`src/rtl/sram_secded_pkg.sv`:
```
// Shared widths, codeword type and the SECDED encoder for the 256x8 memory test chip.
// Data bits sit at Hamming positions 3,5,6,7,9,10,11,12. Parity bits sit at 1,2,4,8.
package sram_secded_pkg;

    localparam int ADDR_W = 8;
    localparam int DATA_W = 8;
    localparam int CW_W   = 14;
    localparam int DEPTH  = 2 ** ADDR_W;

    typedef logic [CW_W-1:0] cw_t;

    function automatic cw_t encode(input logic [DATA_W-1:0] d);
        cw_t cw;
        cw       = '0;
        cw[2]    = d[0];
        cw[6:4]  = d[3:1];
        cw[11:8] = d[7:4];
        cw[0]    = d[0] ^ d[1] ^ d[3] ^ d[4] ^ d[6];
        cw[1]    = d[0] ^ d[2] ^ d[3] ^ d[5] ^ d[6];
        cw[3]    = d[1] ^ d[2] ^ d[3] ^ d[7];
        cw[7]    = d[4] ^ d[5] ^ d[6] ^ d[7];
        cw[12]   = ^cw[11:0];
        cw[13]   = 1'b0;
        return cw;
    endfunction

    function automatic logic [DATA_W-1:0] extractData(input logic [CW_W-2:0] cw);
        return {cw[11:8], cw[6:4], cw[2]};
    endfunction

endpackage

```
`src/rtl/secded_dec_8.sv`:
```
// Combinational SECDED decoder over the 13 parity-covered codeword bits.
// The scrub marker (bit 13) is not an input because it is not covered by parity.
module secded_dec_8
    import sram_secded_pkg::*;
(
    input  logic [CW_W-2:0]   cw_i,
    output logic [DATA_W-1:0] data_o,
    output logic [CW_W-2:0]   cw_o,
    output logic              single_err_o,
    output logic              double_err_o
);

    logic [3:0] syndrome;
    logic       parity;

    // A nonzero syndrome with odd overall parity points directly at the flipped bit.
    always_comb begin
        syndrome     = '0;
        parity       = ^cw_i;
        cw_o         = cw_i;
        single_err_o = 1'b0;
        double_err_o = 1'b0;
        for (int i = 0; i < 12; i++) begin
            if (cw_i[i]) begin
                syndrome = syndrome ^ 4'(i + 1);
            end
        end
        if (parity) begin
            if (syndrome == 4'd0) begin
                cw_o[12]     = ~cw_i[12];
                single_err_o = 1'b1;
            end else if (syndrome <= 4'd12) begin
                for (int i = 0; i < 12; i++) begin
                    if (syndrome == 4'(i + 1)) begin
                        cw_o[i] = ~cw_i[i];
                    end
                end
                single_err_o = 1'b1;
            end else begin
                double_err_o = 1'b1;
            end
        end else if (syndrome != 4'd0) begin
            double_err_o = 1'b1;
        end
        data_o = extractData(cw_o);
    end

endmodule

```
`src/rtl/sram_secded_256x8.sv`:
```
// 256x8 single-port SRAM model with SECDED protection and scrub-on-read.
// Corrected single-bit errors are written back with bit 13 set as a scrub marker.
module sram_secded_256x8
    import sram_secded_pkg::*;
(
    input  logic              clk,
    input  logic              rst,
    input  logic              enable,
    input  logic              we,
    input  logic [ADDR_W-1:0] addr,
    input  logic [DATA_W-1:0] data_in,
    output logic [DATA_W-1:0] data_out
);

    cw_t mem [0:DEPTH-1];

    logic [DATA_W-1:0] readData_q;
    logic [DATA_W-1:0] readData_d;
    logic [DATA_W-1:0] decData;
    logic [CW_W-2:0]   decCw;
    logic              singleErr;
    logic              doubleErr;
    logic              doRead;
    logic              doScrub;

    secded_dec_8 u_dec (
        .cw_i         (mem[addr][CW_W-2:0]),
        .data_o       (decData),
        .cw_o         (decCw),
        .single_err_o (singleErr),
        .double_err_o (doubleErr)
    );

    always_comb begin
        doRead     = enable && !we;
        doScrub    = doRead && singleErr && !doubleErr;
        readData_d = readData_q;
        if (doRead) begin
            readData_d = decData;
        end
    end

    // Reset clears every word to the all-zero codeword, which is the valid encoding of 0.
    always_ff @(posedge clk) begin
        if (rst) begin
            for (int i = 0; i < DEPTH; i++) begin
                mem[i] <= '0;
            end
            readData_q <= '0;
        end else begin
            readData_q <= readData_d;
            if (enable && we) begin
                mem[addr] <= encode(data_in);
            end else if (doScrub) begin
                mem[addr] <= {1'b1, decCw};
            end
        end
    end

    assign data_out = readData_q;

endmodule

```
`config.mk`:
```
export PLATFORM = sky130hd
export DESIGN_NAME = sram_secded_256x8
export DESIGN_NICKNAME = d
export VERILOG_FILES = /design/src/rtl/sram_secded_pkg.sv /design/src/rtl/secded_dec_8.sv /design/src/rtl/sram_secded_256x8.sv
export SDC_FILE = /design/constraint.sdc
export NUM_CORES = 2
export LEC_CHECK = 0
export CORE_MARGIN = 3
export CORE_UTILIZATION = 55
export DETAILED_ROUTE_END_ITERATION = 10
export PLACE_DENSITY = 0.7
export SYNTH_ARGS = -nofsm -noshare
export SYNTH_HDL_FRONTEND = slang
export SYNTH_SLANG_ARGS = --single-unit
export TNS_END_PERCENT = 10
```
`constraint.sdc`:
```
create_clock -name clk -period 13.85 [get_ports clk]
set_clock_uncertainty 0.1 [all_clocks]
set_input_delay 2.0775 -clock clk [delete_from_list [all_inputs] [get_ports clk]]
set_output_delay 2.0775 -clock clk [all_outputs]
set_load 0.01 [all_outputs]
```
==> summary.txt <==
Floorplanning
  • Core area: 269000 sq um
  • Row count: 190
  • Die X: about 530 um
  • I/O pin cnt: 28
  • Starting density of the core: 55.5%
  • Die height: around 530 um
  • Full die area: between 200000 and 300000 sq um

Outcome
  • Failing checks: slew limit
  • Status: finished, violations left

Detailed routing
  • Vias: roughly 100k
  • Post-DR vias/cell: just over 7
  • Detailed Routing Iterations Pass 1: 9
  • Total wire length: ~500 mm
  • Post-route DRC: 0
  • 1st-iter DRT viols: between 15k and 20k
  • WL/cell: roughly 36 um
  • DRT antenna net count: 0

CTS
  • Clock transition at path regs: 0.06 ns
  • Htree depth: 5
  • Clk_lat worst skew: between 0.9 and 1 ns
  • Setup Fix Bufs, Post-CTS: 0
  • TritonCTS Buffers: about 340
  • Clk sinks: 3336
  • Clock root buffer: clkbuf_16
  • CTS tree: yes
  • CTS max path bufs: 4
  • Hold Buf Count CTS: 0
  • Resized Gates After CTS: 0

Timing
  • Relative slew slack: -10.3%
  • Hold Violations, Final: 0
  • RSZ-0062 raised after global routing: false
  • Setup TNS Final: 0 ns
  • Slew Limit Fails: between 100 and 150
  • Final worst path period share: between 70% and 80%
  • Minimum clock period: 10.60 ns
  • Fmax: around 94 MHz
  • Worst slew pin tran: between 1.5 and 2 ns
  • # setup viols final: 0

Logic synthesis
  • Synthesized flop and latch total: between 3k and 4k
  • Synthesis warning total: 0
  • Mapped Cells: around 11k
  • Most used DFF post-synth: edfxtp_1
  • Synthesized cell area: 150000 sq um
  • Post-synthesis sequential area ratio: approximately 67%
  • Post-Syn Area per Cell: ~14 sq um
  • Syn_nets: about 11k
  • EDFF count, synth: about 3.3k
  • Async set-or-reset flop fraction in the synthesized netlist: 0%
  • Yosys cell types: slightly below 80

Critical path
  • Family with the most delay on the worst path: buffers and inverters
  • WP buf/inv: 6
  • Startpoint types: primary input
  • Crit path launch: addr[0]
  • CP Max Fanout: 134
  • Slowest stage delay, CP: approximately 0.83 ns
  • Slowest cell on crit path: a21boi_2
  • Reg-to-Reg Start: mem[140][11]
  • Critical path class: primary input to register
  • Crit path cell chain: buf_8, buf_12, buf_4, mux4_2, a22o_1, a31oi_1, a31oi_1, or3_1, nor3_1, xnor2_1, xnor2_1, xnor2_1, a21boi_2, o21ai_2, buf_4, nor3_2, buf_12, buf_4, nor3_1
  • Req. time, crit path: roughly 14 ns
  • Critical Path AT: around 11 ns
  • Worst Setup End Kind: register

Pwr
  • Sw Ratio: between 20 and 30%
  • Max IR drop VDD: slightly below 200 uV
  • Clock power share: a little under two fifths
  • Internal power component: 17.4 mW
  • Sw power: 7.05 mW
  • Seq pwr share: 47.3%
  • Power per cell area: roughly 150 nW/um^2
  • Leakage power: around 56 nW
  • Comb pwr share: between 10% and 20%

Final layout
  • Total Nets Final: between 9k and 10k
  • Share of cells above drive strength 1: between 10% and 20%
  • Layout area overhead: 8.51%
  • Most frequent cells in the layout: 3328 x edfxtp_1, 1893 x nor2_1, 815 x a21oi_1
  • Most common cell after layout, fill and taps aside: edfxtp_1
  • Fillers: slightly below 20k
  • Area of the multi-input gates: about 44000 sq um
  • Finished Cell Area: ~160000 sq um
  • Register area: approximately 100000 sq um

Place
  • Routability Congestion: between 1 and 1.5
  • Port Buffer Count: 27
  • Post-detail-place hpwl: between 300 and 400 mm
  • Area after DPL: roughly 150000 sq um

Global route
  • Antenna violations before repair: 27
  • Via count of the first global-routing pass: ~93k
  • Global-route wire length before repair: between 700 and 800 mm
  • Largest net degree at the start of global routing: roughly 160
  • Aggregate global-route resource usage: 35.3%
  • Grt ovf: 0

Hold path
  • Class of the worst hold path: register to register
  • Hold path start: data_out[3]

Flow run
  • # Max-Cap Violations: 0
per-stage QoR:
stage          power, mW  utilization (%)  hold WS, ns  worst slack, ns  cells
2_1_floorplan       13.8                -        0.381             6.34  10500
3_3_place_gp        15.2             56.2        0.348             2.59  13200
3_5_place_dp        15.3             56.2        0.355             2.63  13200
4_1_cts             24.3             60.2        0.367             3.53  13800
5_1_grt             24.8             60.2        0.384             3.05  13800
6_report            24.4             60.3        0.372             3.25  13800
kinds of logic after synthesis:
logic type | after synthesis | synth area share [%]
compound gates | 1257 | 5.00
simple gates | 3620 | 10.7
flops | 3336 | 66.9
buf+inv | 1193 | 3.68
mux | 1109 | 13.5
xor+xnor | 33 | 0.222
flip-flops by register name, indices dropped and copies added, names as in the netlist:
name / cells
mem: 3328
data_out: 8
worst min-delay path: stages, from the launching register on:
cell and delay [ns]:
dfxtp_1 0.31, nand2_1 0.06, a21oi_1 0.05
layout make-up:
class / count / share of cell area [%]
timing repair buffer: 250 / 1.50
multi-input combinational: 6019 / 27.3
sequential: 3336 / 61.7
clock inverter: 198 / 1.15
clock buffer: 419 / 5.56
antenna: 21 / 0.0324
inverter: 7 / 0.0208
tap: 3552 / 2.74
cells in the mapped netlist, drive strengths merged, types with 6 or more instances:
| cell | instances | share of area [%] |
|---|---|---|
| mux4 | 726 | 11 |
| xnor2 | 25 | 0.15 |
| nand3 | 108 | 0.36 |
| nor3 | 787 | 2.6 |
| a211oi | 13 | 0.069 |
| nor2 | 1900 | 4.8 |
| nand2b | 262 | 1.1 |
| nor4 | 8 | 0.042 |
| or3 | 14 | 0.059 |
| buf | 687 | 2.4 |
| a2111oi | 11 | 0.064 |
| edfxtp | 3328 | 67 |
| nand4 | 45 | 0.19 |
| a21oi | 815 | 2.7 |
| and3 | 22 | 0.092 |
| a22o | 11 | 0.064 |
| a221oi | 26 | 0.15 |
| inv | 7 | 0.018 |
| clkbuf | 499 | 1.3 |
| mux2i | 351 | 2.3 |
| mux2 | 32 | 0.24 |
| nand2 | 394 | 0.99 |
| o2111ai | 6 | 0.035 |
| o22ai | 16 | 0.067 |
| nor2b | 21 | 0.088 |
| a22oi | 233 | 1.2 |
| o31ai | 7 | 0.072 |
| o211ai | 10 | 0.050 |
| o211a | 8 | 0.054 |
| o21ai | 24 | 0.080 |
| a32oi | 8 | 0.047 |
| and2 | 15 | 0.063 |
| dfxtp | 8 | 0.11 |
| a31oi | 35 | 0.15 |
| nor4b | 6 | 0.039 |
| o32ai | 7 | 0.041 |
power groups by stage:
stage / clock, mW / combinational (mW) / sequential, mW
floorplan: 0 / 2.16 / 11.7
CTS: 9.16 / 3.56 / 11.5
global placement: 0 / 3.51 / 11.7
detailed placement: 0 / 3.55 / 11.7
finish: 9.17 / 3.71 / 11.5
global route: 9.57 / 3.72 / 11.6
per-layer routing:
metal / global-route usage, % / routed length [um] / vias to the layer above
li1: - / - / 38700
met1: 46.6 / 166000 / 49400
met2: 51.1 / 217000 / 8447
met3: 12.4 / 78500 / 1505
met4: 20.1 / 35800 / 36
met5: 0.952 / 767 / -
worst paths after layout:
| kind | to | slack, ns | depth (start not counted) |
|---|---|---|---|
| hold / removal | data_out[3] | 0.37 | 2 |
| hold reg to reg | data_out[3] | 0.37 | 2 |
| setup / recovery | mem[92][12] | 3.25 | 19 |
| setup reg to reg | mem[92][12] | 5.64 | 16 |
(Power assumes the default switching activity.)
